==> config.mk <==
export PLATFORM = sky130hd
export DESIGN_NAME = mmio_io_unit
export DESIGN_NICKNAME = d
export VERILOG_FILES = /design/src/rtl/mmio_io_unit.sv
export SDC_FILE = /design/constraint.sdc
export NUM_CORES = 1
export LEC_CHECK = 0
export CORE_ASPECT_RATIO = 1.4
export CORE_MARGIN = 8
export CORE_UTILIZATION = 35
export DETAILED_ROUTE_END_ITERATION = 6
export PLACE_DENSITY_LB_ADDON = 0.12
export SLEW_MARGIN = 20
export SYNTH_ARGS = -nofsm -noshare
export SYNTH_HDL_FRONTEND = slang
export SYNTH_SLANG_ARGS = --single-unit
==> constraint.sdc <==
create_clock -name clk -period 4.1 [get_ports clk]
set_input_delay 0.82 -clock clk [delete_from_list [all_inputs] [get_ports clk]]
set_output_delay 0.82 -clock clk [all_outputs]
set_load 0.02 [all_outputs]
==> src/rtl/mmio_io_unit.sv <==
// mmio_io_unit: MEM-stage memory-mapped I/O slave for HEX, LEDR, KEY, SW and a timer.
// Reads are combinational so the MEM latch captures them alongside D-MEM data.
module mmio_io_unit #(
    parameter int unsigned      DBITS      = 32,
    parameter logic [31:0]      TICKCYCLES = 32'd50000,
    parameter logic [DBITS-1:0] ADDRHEX    = 32'hFFFFF000,
    parameter logic [DBITS-1:0] ADDRLEDR   = 32'hFFFFF020,
    parameter logic [DBITS-1:0] ADDRKEY    = 32'hFFFFF080,
    parameter logic [DBITS-1:0] ADDRKCTRL  = 32'hFFFFF084,
    parameter logic [DBITS-1:0] ADDRSW     = 32'hFFFFF090,
    parameter logic [DBITS-1:0] ADDRSCTRL  = 32'hFFFFF094,
    parameter logic [DBITS-1:0] ADDRTCNT   = 32'hFFFFF100,
    parameter logic [DBITS-1:0] ADDRTLIM   = 32'hFFFFF104,
    parameter logic [DBITS-1:0] ADDRTCTRL  = 32'hFFFFF108
) (
    input  logic             clk,
    input  logic             RESET_N,
    input  logic [DBITS-1:0] addr,
    input  logic [DBITS-1:0] wdata,
    input  logic             we,
    output logic [DBITS-1:0] rdata,
    output logic             sel,
    input  logic [3:0]       KEY,
    input  logic [9:0]       SW,
    output logic [23:0]      HEX_out,
    output logic [9:0]       LEDR_out
);

    logic hit_hex, hit_ledr, hit_key, hit_kctrl, hit_sw;
    logic hit_sctrl, hit_tcnt, hit_tlim, hit_tctrl;

    assign hit_hex   = (addr == ADDRHEX);
    assign hit_ledr  = (addr == ADDRLEDR);
    assign hit_key   = (addr == ADDRKEY);
    assign hit_kctrl = (addr == ADDRKCTRL);
    assign hit_sw    = (addr == ADDRSW);
    assign hit_sctrl = (addr == ADDRSCTRL);
    assign hit_tcnt  = (addr == ADDRTCNT);
    assign hit_tlim  = (addr == ADDRTLIM);
    assign hit_tctrl = (addr == ADDRTCTRL);

    assign sel = hit_hex | hit_ledr | hit_key | hit_kctrl | hit_sw
               | hit_sctrl | hit_tcnt | hit_tlim | hit_tctrl;

    logic [23:0]      hex_q, hex_d;
    logic [9:0]       ledr_q, ledr_d;
    logic [3:0]       key_s1_q, key_s2_q, key_prv_q;
    logic [9:0]       sw_s1_q, sw_s2_q, sw_prv_q;
    logic [3:0]       kstk_q, kstk_d;
    logic [9:0]       sstk_q, sstk_d;
    logic [DBITS-1:0] tcnt_q, tcnt_d;
    logic [DBITS-1:0] tlim_q, tlim_d;
    logic [31:0]      presc_q, presc_d;
    logic             rdy_q, rdy_d;
    logic             ovr_q, ovr_d;

    logic       tick, wrap, rset, oset;
    logic [3:0] kclr;
    logic [9:0] sclr;
    logic [1:0] tclr;

    assign tick = (presc_q == TICKCYCLES - 32'd1);
    assign wrap = (tlim_q != '0) && (tcnt_q == tlim_q - DBITS'(1));

    always_comb begin
        hex_d   = hex_q;
        ledr_d  = ledr_q;
        tlim_d  = tlim_q;
        tcnt_d  = tcnt_q;
        presc_d = tick ? 32'd0 : presc_q + 32'd1;
        rset    = 1'b0;
        oset    = 1'b0;
        kclr    = (we && hit_kctrl) ? wdata[3:0] : 4'd0;
        sclr    = (we && hit_sctrl) ? wdata[9:0] : 10'd0;
        tclr    = (we && hit_tctrl) ? wdata[1:0] : 2'd0;
        if (we && hit_hex)  hex_d  = wdata[23:0];
        if (we && hit_ledr) ledr_d = wdata[9:0];
        if (we && hit_tlim) tlim_d = wdata;
        // a TCNT store restarts the tick period and suppresses a coincident tick
        if (we && hit_tcnt) begin
            tcnt_d  = wdata;
            presc_d = 32'd0;
        end else if (tick) begin
            if (wrap) begin
                tcnt_d = '0;
                rset   = 1'b1;
                oset   = rdy_q;
            end else begin
                tcnt_d = tcnt_q + DBITS'(1);
            end
        end
        kstk_d = (kstk_q & ~kclr) | (key_s2_q & ~key_prv_q);
        sstk_d = (sstk_q & ~sclr) | (sw_s2_q ^ sw_prv_q);
        rdy_d  = (rdy_q & ~tclr[0]) | rset;
        ovr_d  = (ovr_q & ~tclr[1]) | oset;
    end

    always_ff @(posedge clk or negedge RESET_N) begin
        if (!RESET_N) begin
            hex_q     <= 24'hFEDEAD;
            ledr_q    <= '0;
            key_s1_q  <= '0;
            key_s2_q  <= '0;
            key_prv_q <= '0;
            sw_s1_q   <= '0;
            sw_s2_q   <= '0;
            sw_prv_q  <= '0;
            kstk_q    <= '0;
            sstk_q    <= '0;
            tcnt_q    <= '0;
            tlim_q    <= '0;
            presc_q   <= '0;
            rdy_q     <= 1'b0;
            ovr_q     <= 1'b0;
        end else begin
            hex_q     <= hex_d;
            ledr_q    <= ledr_d;
            key_s1_q  <= ~KEY;
            key_s2_q  <= key_s1_q;
            key_prv_q <= key_s2_q;
            sw_s1_q   <= SW;
            sw_s2_q   <= sw_s1_q;
            sw_prv_q  <= sw_s2_q;
            kstk_q    <= kstk_d;
            sstk_q    <= sstk_d;
            tcnt_q    <= tcnt_d;
            tlim_q    <= tlim_d;
            presc_q   <= presc_d;
            rdy_q     <= rdy_d;
            ovr_q     <= ovr_d;
        end
    end

    always_comb begin
        rdata = '0;
        unique case (1'b1)
            hit_hex:   rdata = DBITS'(hex_q);
            hit_ledr:  rdata = DBITS'(ledr_q);
            hit_key:   rdata = DBITS'(key_s2_q);
            hit_kctrl: rdata = DBITS'(kstk_q);
            hit_sw:    rdata = DBITS'(sw_s2_q);
            hit_sctrl: rdata = DBITS'(sstk_q);
            hit_tcnt:  rdata = tcnt_q;
            hit_tlim:  rdata = tlim_q;
            hit_tctrl: rdata = DBITS'({ovr_q, rdy_q});
            default:   rdata = '0;
        endcase
    end

    assign HEX_out  = hex_q;
    assign LEDR_out = ledr_q;

endmodule

Word-level counts from Yosys, hierarchy flattened
Cells that the tools add are included.
{"block": "totals", "ff_bits": 188, "input_bits": 81, "output_inout_bits": 67, "wordCells": 78}
{"block": "classes", "add_sub_neg": 3, "eq_ne": 11, "n_mux": 15, "bitwise_logic": 24, "n_reduce_logical": 10}
{"cell": "$eq 32x32->1 const B", "n": 9}
{"cell": "$pmux 32 s9", "n": 1}
{"cell": "$mux 32", "n": 5}
{"cell": "$add 32x1->32 const B", "n": 2}
{"cell": "$eq 32x16->1 const B", "n": 1}
{"cell": "$eq 32x32->1", "n": 1}
{"cell": "$reduce_bool 32->1", "n": 1}
{"cell": "$sub 32x1->32 const B", "n": 1}
{"cell": "$not 4->4", "n": 3}
{"cell": "$and 10x10->10", "n": 1}
{"cell": "$mux 10", "n": 1}
{"cell": "$not 10->10", "n": 1}
{"cell": "$or 1x1->1", "n": 10}
{"cell": "$or 10x10->10", "n": 1}
{"cell": "$xor 10x10->10", "n": 1}
{"cell": "$and 4x4->4", "n": 2}
{"cell": "$logic_and 1x1->1", "n": 8}
{"cell": "$mux 1", "n": 6}
{"cell": "$mux 4", "n": 1}
{"cell": "$or 4x4->4", "n": 1}
{"cell": "$and 1x1->1", "n": 2}
{"cell": "$mux 2", "n": 1}
{"cell": "$not 1->1", "n": 2}
{"cell": "$reduce_bool 2->1", "n": 1}

Logic depth before layout (Yosys ltp)
Gate-level depths: netlist of run 1.
{"block": "depth", "word_depth": 9, "depth_mapped": 13, "ltp_nobuf": 10}

Worst setup path after synthesis of run 1
No wires, ideal clock.
{"block": "synth_path", "kind": "in2out", "startpoint": "input addr[9]", "endpoint": "output rdata[0]", "arrival_time_ns": 3.175, "t_required_ns": 3.280, "slack_ns": 0.105, "stages": 9, "n_path_buf": 1, "path_cell_list": "or4b_2 > nor4_1 > nand2_1 > nor3_1 > and2_0 > clkbuf_2 > a222oi_1 > a21boi_0 > o211ai_1"}
{"block": "synth_between", "elab_chain_cells": 2, "word_cells_on_any_way": 10, "cone_classes": "eq/ne: 9; mux: 1"}
{"item": "from (decl)", "line": "18", "source": "input logic [DBITS-1:0] addr,"}
{"item": "$eq 32x32->1, or another cell as far along", "line": "40", "source": "assign hit_tctrl = (addr == ADDRTCTRL);"}
{"item": "$pmux 32 s9 (*)", "line": "136", "source": "unique case (1'b1)"}
{"item": "to (decl)", "line": "21", "source": "output logic [DBITS-1:0] rdata,"}
Every way passes the cells marked *; elsewhere a longest branch is shown, timed or not.

Worst setup path after layout of run 1
{"block": "layout_path", "startpoint": "input addr[9]", "endpoint": "output rdata[16]"}
Same word-level chain as after synthesis.

==> impl_metrics.tcl, run 1 <==
set metrics [dict create \
    dr.pass1.iters 6 \
    grt_max_degree 95 \
    worstPathArrival_ns 3.16 \
    synth_top_family_by_area "simple AND/OR/NAND/NOR gates" \
    cts_tree "built" \
    max-cap-violations 0 \
    die_w_microns 162 \
    io_buffers 147 \
    ys_ff_latch 188 \
    hold_violations 0 \
    syn_nets 1149 \
    synth_top_area_share_pct 40.9 \
    r2r_cells 9 \
    synth_top_flop_cell "dfrtp_1" \
    outcome "complete, no violations" \
    via_count 8609 \
    worst_slew_pin_slew_ns 0.675 \
    crit_fanout 14 \
    synth-adder-area-share_pct 0.361 \
    dieHeight_microns 220 \
    synth_top_cells_by_area "dfrtp_1, mux2_2, nand3_1" \
    diodes 0 \
    synth_compound_area_share_pct 11.6 \
    core_area_sq_mm 0.0293 \
    yosysTopAreaCell "dfrtp_1" \
    drt-total-wl_microns 29500 \
    seq_area_frac_synth_pct 45.5 \
    relSlewSlack_pct 54.6 \
    timing.rr.end "tcnt_q[28]" \
    timing.hold.ws_ns 0.349 \
    cp_num_cells 11 \
    antenna_found_initial 0 \
    synthMuxAreaShare_pct 7.77 \
    start_kind "input pin" \
    post_dp_cell_area_sq_mm 0.0124 \
    drcViolationCount 0 \
    ant_nets 0 \
    via_per_inst 5.42 \
    clk_pin_slew_ns 0.07 \
    period_share_pct 97.2 \
    postSynthAreaPerCell_sq_um 9.76 \
    ys_top_cells_by_count "dfrtp_1, nand2_1, nand3_1" \
    powerDensity_mw_per_mm2 292 \
    yosysMostFrequentCell "dfrtp_1" \
    fill_cells 2884 \
    cp.required_ns 3.28 \
    synth-xor-area-share_pct 5.98 \
    criticalPathCategory "input pin to output pin" \
    area_delta_synth_final_pct 26.0 \
    synth.yosys.warnings 0 \
    hp-class "flop to flop" \
    wire_per_inst_microns 18.6 \
    grt_overflow 0 \
    fin_worst_skew_ns 0.0132 \
    nets 1281 \
    setup_violations 0 \
    cp-endpoint "rdata[16]" \
    numCtsBuffers 17 \
    r2r_slack_ns 0.84 \
    grt_first_pass_wirelength_microns 48700 \
    clock-sinks 188 \
    root_buffer "clkbuf_16" \
    synth_edf_count 0 \
    fin_crit_ns 3.98 \
    die-area_sq_mm 0.0356 \
    clk_latency_ns 0.44 \
    cp_cell_sequence "clkdlybuf4s50_1, or4b_4, nor4_4, nand2_2, buf_4, nor3b_4, buf_6, buf_12, a222oi_1, inv_1, clkdlybuf4s15_2" \
    slowest_stage "or4b_4" \
    ir_drop_mv 0.265 \
    synth.distinct_cells 72 \
    finalInstanceArea_sq_mm 0.0131 \
    end_kind "output pin" \
    syn_inst 1065 \
    clock_path_buffers 2 \
    synth_async_sr_flop_share_pct 100 \
    rows 74 \
    worst-path-buf-inv 6 \
    drive_gt1_share_pct 19.9 \
    gp_congestion 0.858 \
    ios 148 \
    yosys.area_share.simple_pct 23.8 \
    fmax_mhz 251 \
    synth_area_sq_mm 0.0104 \
    grt_usage_pct 17.1 \
    post-dp-hpwl_microns 21800 \
    rr_startpoint "tlim_q[25]" \
    drv_slew 0 \
    hold_buffers 0 \
    startpoint "addr[9]" \
    cts_max_level 4 \
    drtIter0Drc 478 \
    path_delay_family "buffers and inverters" \
    start_util_pct 35.5 \
    min_delay_path_depth 0 \
    leakagePower_uw 0.00582 \
    crit_path_max_incr_delay_ns 0.55 \
    grt_pass1_vias 8831 \
]
-- cell families (layout without fill, tap and decap cells) --
family | Yosys count | after routing
buffers and inverters | 118 | 262
multiplexers | 72 | 72
adder cells (fa/ha/maj) | 3 | 3
flip-flops | 188 | 188
AND/OR/NAND/NOR | 461 | 461
AO/OA/AOI/OAI | 152 | 152
XOR/XNOR | 71 | 71
-- sequential cells by signal, summed over array words and instances (netlist names) --
signal,cells
tcnt_q,32
HEX_out,24
ovr_q,1
presc_q,32
sw_s1_q,10
key_s1_q,4
tlim_q,32
sstk_q,10
sw_prv_q,10
sw_s2_q,10
key_prv_q,4
kstk_q,4
rdy_q,1
key_s2_q,4
LEDR_out,10
-- placed cells by master, fill, tap and decap left out, types with 18 or more instances in the layout --
master / count
dfrtp_1: 170
clkdlybuf4s50_1: 113
nand2_1: 100
nand3_1: 99
mux2_2: 70
nor2_1: 56
nor4_1: 44
buf_4: 41
xor2_1: 40
and3_1: 37
inv_1: 35
o21ai_0: 34
xnor2_1: 31
nand4_1: 29
a222oi_1: 26
dfstp_2: 18
clkdlybuf4s15_2: 18
-- through the flow --
step                std cells  utilization [%]  TNS (ns)  worst slack, ns  total power, uW
global route             1589             44.8  -0.00486         -0.00294             3970
detailed placement       1555             42.4    -22.96           -0.805             2080
CTS                      1588             44.7         0           0.0287             3890
finish                   1589             44.8         0            0.116             3820
global placement         1555             42.4    -22.02           -0.771             2080
floorplan                1065                -         0            0.105             1940
-- repair_timing --
action | CTS | global route
endpoints found under the setup margin | 33 | 32
gates resized for setup | 127 | 10
pin swaps | 4 | 2
setup buffers | 2 | 1
endpoints found under the hold margin | 0 | 0
-- final cells by class --
cell class              instances  area [sq um]  share of cell area, %
inverters                      35           131                   1.00
clock buffers                  19           453                   3.46
flip-flops and latches        188          4730                   36.1
clock inverters                12           174                   1.33
multi-input cells             759          5210                   39.8
repair buffers                196          1930                   14.7
well taps                     380           475                   3.63
-- layer usage --
layer  vias to the layer above  routed length [microns]  track usage [%]
li1                       4171                        -                -
met1                      4241                    12700             20.5
met2                       164                    15300             30.6
met3                        33                      993             2.75
met4                         0                      562             5.75
met5                         -                        0                0
-- worst min path at each step --
stage | from | end | slack [ns]
floorplan | key_s1_q[0] | key_s2_q[0] | 0.33
global placement | sw_s1_q[4] | sw_s2_q[4] | 0.33
detailed placement | key_s1_q[2] | key_s2_q[2] | 0.33
CTS | key_s1_q[2] | key_s2_q[2] | 0.35
global route | sw_s1_q[9] | sw_s2_q[9] | 0.36
finish | sw_s1_q[9] | sw_s2_q[9] | 0.35
-- power by group --
group	internal [uW]	leakage, uW	switching [uW]
Clock	1010	0.000310	765
Combinational	82.3	0.00315	73.9
Sequential	1880	0.00236	11.4
Power figures use the tool's default switching activity.
==> run 2: changes to the inputs <==
Settings changed: SLEW_MARGIN 20 to default.
==> results of run 2 <==
Same layout as run 1: the final DEF is identical, and so are final timing and power.
